### src/rtl/cache_line_fetcher.sv
// Hit-path line fetcher: latches the selected way's line, streams wrap-ordered beats.
// Optional multi-hit/miss flag on rspErr: define CACHE_FETCH_MULTIHIT_CHECK_EN.
module cache_line_fetcher #(
  parameter int NUM_WAYS       = 8,
  parameter int DATA_WIDTH     = 32,
  parameter int WORDS_PER_LINE = 4,
  localparam int OW = $clog2(WORDS_PER_LINE),
  localparam int LW = WORDS_PER_LINE * DATA_WIDTH
) (
  input  logic                   clk,
  input  logic                   rst_n,
  input  logic                   reqValid,
  output logic                   reqReady,
  input  logic [NUM_WAYS-1:0]    targetWay,
  input  logic [OW-1:0]          wordOffset,
  input  logic                   reqBurst,
  input  logic [NUM_WAYS*LW-1:0] wayData,
  output logic                   rspValid,
  input  logic                   rspReady,
  output logic [DATA_WIDTH-1:0]  rspData,
  output logic                   rspLast,
  output logic                   rspErr
);

  typedef enum logic {IDLE, SEND} state_e;

  state_e          state_q, state_d;
  logic [LW-1:0]   line_q, line_d;
  logic [OW-1:0]   off_q, off_d;
  logic [OW-1:0]   beat_q, beat_d;
  logic            burst_q, burst_d;
  logic [LW-1:0]   line_sel;
  logic [OW-1:0]   word_sel;
  logic            accept;
  logic            beat_hs;
  logic            last_hs;

  always_ff @(posedge clk) begin
    if (!rst_n) state_q <= IDLE;
    else        state_q <= state_d;
  end

  always_comb begin
    state_d = state_q;
    unique case (state_q)
      IDLE: if (reqValid) state_d = SEND;
      SEND: if (last_hs && !reqValid) state_d = IDLE;
    endcase
  end

  always_comb begin
    rspValid = 1'b0;
    rspLast  = 1'b0;
    reqReady = 1'b0;
    unique case (state_q)
      IDLE: reqReady = 1'b1;
      SEND: begin
        rspValid = 1'b1;
        rspLast  = !burst_q || (beat_q == OW'(WORDS_PER_LINE - 1));
        reqReady = rspReady && rspLast;
      end
    endcase
  end

  assign accept  = reqValid && reqReady;
  assign beat_hs = rspValid && rspReady;
  assign last_hs = beat_hs && rspLast;

  // Multiple hits merge by OR; an all-zero vector yields a zero line
  always_comb begin
    line_sel = '0;
    for (int w = 0; w < NUM_WAYS; w++)
      if (targetWay[w]) line_sel = line_sel | wayData[w*LW +: LW];
  end

  always_comb begin
    line_d  = line_q;
    off_d   = off_q;
    burst_d = burst_q;
    beat_d  = beat_q;
    if (accept) begin
      line_d  = line_sel;
      off_d   = wordOffset;
      burst_d = reqBurst;
      beat_d  = '0;
    end else if (beat_hs) begin
      beat_d  = beat_q + 1'b1;
    end
  end

  always_ff @(posedge clk) begin
    if (!rst_n) begin
      line_q  <= '0;
      off_q   <= '0;
      burst_q <= 1'b0;
      beat_q  <= '0;
    end else begin
      line_q  <= line_d;
      off_q   <= off_d;
      burst_q <= burst_d;
      beat_q  <= beat_d;
    end
  end

  assign word_sel = off_q + beat_q;
  assign rspData  = line_q[int'(word_sel)*DATA_WIDTH +: DATA_WIDTH];

`ifdef CACHE_FETCH_MULTIHIT_CHECK_EN
  logic err_q, err_d;
  logic err_new;

  assign err_new = (targetWay == '0) ||
                   ((targetWay & (targetWay - NUM_WAYS'(1))) != '0);

  always_comb begin
    err_d = err_q;
    if (accept) err_d = err_new;
  end

  always_ff @(posedge clk) begin
    if (!rst_n) err_q <= 1'b0;
    else        err_q <= err_d;
  end

  assign rspErr = rspValid && err_q;
`else
  assign rspErr = 1'b0;
`endif

endmodule

### config.mk
export PLATFORM = sky130hd
export DESIGN_NAME = cache_line_fetcher
export DESIGN_NICKNAME = d
export VERILOG_FILES = /design/src/rtl/cache_line_fetcher.sv
export SDC_FILE = /design/constraint.sdc
export NUM_CORES = 1
export LEC_CHECK = 0
export CAP_MARGIN = 10
export CORE_AREA = 3 3 417 419
export CTS_BUF_LIST = sky130_fd_sc_hd__clkbuf_2
export CTS_CLUSTER_DIAMETER = 40
export CTS_CLUSTER_SIZE = 40
export DETAILED_ROUTE_END_ITERATION = 10
export DIE_AREA = 0 0 420 422
export PLACE_DENSITY = 0.3
export RECOVER_POWER = 50
export SLEW_MARGIN = 20
export SYNTH_ARGS = -nofsm -noshare
export SYNTH_HDL_FRONTEND = slang
export SYNTH_SLANG_ARGS = --single-unit
### constraint.sdc
create_clock -name clk -period 1.6 [get_ports clk]
set_input_delay 0.16 -clock clk [delete_from_list [all_inputs] [get_ports clk]]
set_output_delay 0.16 -clock clk [all_outputs]
set_load 0.02 [all_outputs]
==> results.json <==
{
  "drive_above_1_share": 0.204,
  "core_um2": 171000,
  "htree_levels": 4,
  "p_leak_uw": 0.0135,
  "ys.warnings.count": 0,
  "worst_setup_path_start_kind": "flop",
  "final_max_slew_viol_count": 0,
  "path_cells": "ha_4 > xor2_4 > xnor2_4 > buf_12 > buf_4 > buf_8 > mux2i_4 > mux2i_4 > buf_6",
  "ys_ff_latch": 134,
  "worstSkewPairLatency_ps": 1220,
  "skew_ps": 85.8,
  "comb_power_share": 0.607,
  "num_vias": 19841,
  "drtAntennaViolNets": 0,
  "p_int_uw": 11300,
  "crit_buf_inv": 4,
  "ys_seq_area_frac": 0.256,
  "rrSetupSlack_ps": -530,
  "fmaxAchievable_mhz": 299,
  "initial_utilization": 0.0613,
  "ios": 1075,
  "die-height_um": 422,
  "dieArea_um2": 177000,
  "synth_top_cell_area_share": 0.256,
  "cp_data_required_time_ps": 1440,
  "slowest_stage": "dfxtp_2",
  "grt_max_degree": 54,
  "fin_tns_setup_ps": -109040,
  "final_hold_viol_count": 0,
  "powerDensity_nw_per_um2": 509,
  "syn-cell-area_um2": 10500,
  "wl_per_cell_um": 29.7,
  "period_share": 2.09,
  "grt_overflow": 0,
  "post-route-min-period_ps": 3350,
  "cts_inserted_buffers": 17,
  "worst-slew-pin-transition_ps": 1020,
  "clkPwrFrac": 0.162,
  "cts_root_buf": "clkbuf_2",
  "grt_busiest_layer": "met2",
  "cp_top_family": "buffers and inverters",
  "fillCellCount": 19018,
  "drtPass1Iterations": 5,
  "grt_pass1_vias": 22004,
  "max_cap_violations": 0,
  "synth_fp_nets": 2234,
  "grt_use_met3": 0.0386,
  "ir_worst_vdd_uv": 581,
  "grt_antenna_before_repair": 55,
  "routed_via_density": 3.68,
  "setup_ws_ps": -1750,
  "path_common_cell": "mux2i_4",
  "power_uw": 18200,
  "postRouteWirelength_um": 160000,
  "status": "complete, but fails checks",
  "synthTopCellsByArea": "dfxtp_1, a221oi_1, a22o_1",
  "slew_headroom": 0.318,
  "netSwitchingPower_uw": 6860,
  "grt_pass1_wl_um": 205000,
  "die_w_um": 420,
  "crit_path_end_kind": "output pin",
  "critPathArrivalTime_ps": 3190,
  "gp_congestion": 0.863,
  "synth_area_leader_cell": "dfxtp_1",
  "use_met1": 0.207,
  "synth.avg_cell_area_um2": 8.78,
  "drc_errors": 0,
  "violations": "negative setup slack",
  "setup_viol": 166,
  "floorplan.rows": 152,
  "grt.total_usage": 0.175,
  "synth_cells": 1193,
  "nets": 4156,
  "hp-class": "input port to flop",
  "port_buffers": 1073,
  "grt.met2_usage": 0.318,
  "clk_transition_reported_paths_ps": 280,
  "rsz0062_at_grt": "true",
  "swShare": 0.377,
  "crit_path_max_fanout": 5,
  "ys_types": 27,
  "cts_tree": "built",
  "syn_to_final_growth_pct": 241,
  "clockBufferDepth": 2,
  "drt_iter0_drc": 1018,
  "cts_sinks": 134,
  "hpwl_um": 133000,
  "critPathMaxStageDelay_ps": 400,
  "p_seq_frac": 0.231,
  "path_class": "flop to output pin"
}
==> power groups by stage <==
stage	registers, uW	clock network [uW]	logic (uW)
finish	4210	2940	11000
CTS	4210	3180	10900
floorplan	3870	0	2390
global route	4260	3240	11700
global placement	4230	0	8050
detailed placement	4210	0	8040
==> synthesized netlist by cell type <==
master,instances
nand3_1,1
a21boi_0,3
dfxtp_1,134
xor2_2,1
a31o_2,1
conb_1,1
clkbuf_2,8
clkbuf_1,136
nand2_1,11
a22o_1,256
buf_1,11
a221oi_1,256
mux2i_1,96
a31oi_1,129
nor2_1,1
xor2_1,1
o21ai_0,53
and2_1,1
xnor2_4,1
ha_1,2
nand2b_1,1
buf_4,1
buf_8,6
buf_2,3
a21oi_1,2
nor2b_1,2
o21ai_1,75
==> worst paths after layout <==
check                            endpoint              startpoint  cells past startpoint
setup / recovery              rspData[31]   off_q[0]$_SDFFE_PN0P_                      9
hold / removal    line_q[43]$_SDFFE_PN0P_            wayData[427]                      4
setup reg to reg  line_q[21]$_SDFFE_PN0P_  beat_q[1]$_SDFFE_PP0P_                     10
hold reg to reg     off_q[0]$_SDFFE_PN0P_   off_q[0]$_SDFFE_PN0P_                      2
==> layout make-up <==
class | count | area (um2) | area share
antenna | 34 | 85.1 | 0.00238
clock buffer | 20 | 100 | 0.00280
clock inverter | 12 | 178 | 0.00498
multi-input combinational | 894 | 8470 | 0.237
sequential | 134 | 2690 | 0.0753
tap | 2233 | 2790 | 0.0783
timing repair buffer | 2068 | 21400 | 0.599
==> through the flow <==
stage	util	instances	setup slack, ps	instance area (um2)	hold WS [ps]
4_1_cts	0.204	5356	-2030	34900	0.00566
3_3_place_gp	0.152	4612	-1200	26000	455
6_report	0.209	5395	-1750	35700	253
3_5_place_dp	0.152	4612	-1180	26000	457
5_1_grt	0.209	5377	-2050	35700	1.59
2_1_floorplan	-	1193	-245	10600	299
==> routing by layer <==
metal / part of all wire / vias to the layer above
met5: 0.00090 / -
met3: 0.054 / 93
met4: 0.018 / 22
li1: - / 9162
met2: 0.52 / 612
met1: 0.41 / 9952
==> worst min-delay path, stage by stage <==
cell and delay, ps:
clkdlybuf4s50_1 450, a221oi_1 70, dlygate4sd3_1 550, a31oi_1 150
==> logic make-up after synthesis <==
logic type               count (synthesis)  share of synthesized area
AO/OA/AOI/OAI                          775                      0.570
buffers and inverters                  165                     0.0672
flip-flops                             134                      0.256
multiplexers                            96                     0.0917
AND/OR/NAND/NOR                         17                    0.00716
XOR/XNOR                                 3                    0.00502
adder cells (fa/ha/maj)                  2                    0.00239
other                                    1                   0.000358
==> what timing repair did <==
| action | in CTS | in global routing |
|---|---|---|
| setup endpoints to repair | 168 | 168 |
| hold buffers | 654 | 0 |
| cloned | 30 | 3 |
| endpoints found under the hold margin | 134 | 0 |
| pin swaps | 16 | 9 |
| buffers inserted | 29 | 10 |
| gates resized for setup | 300 | 118 |
==> placed cells by master, fill, tap and decap left out, types with 16 or more instances in the layout <==
cell type and instances:
buf_12 58, dfxtp_1 130, buf_16 30, diode_2 34
a31oi_1 101, mux2i_1 36, clkdlybuf4s50_1 1029, a221oi_1 254
dlygate4sd3_1 654, buf_4 246, a22o_1 256, a31oi_4 23
buf_8 19, mux2i_2 44, buf_6 28, o21ai_2 104
clkbuf_2 20, mux2i_4 16
==> sequential cells by signal, indices dropped and copies added, names as in the netlist <==
signal,cells
beat_q,2
line_q,128
state_q,1
burst_q,1
off_q,2
No activity file was read; power rests on OpenSTA's default activity.
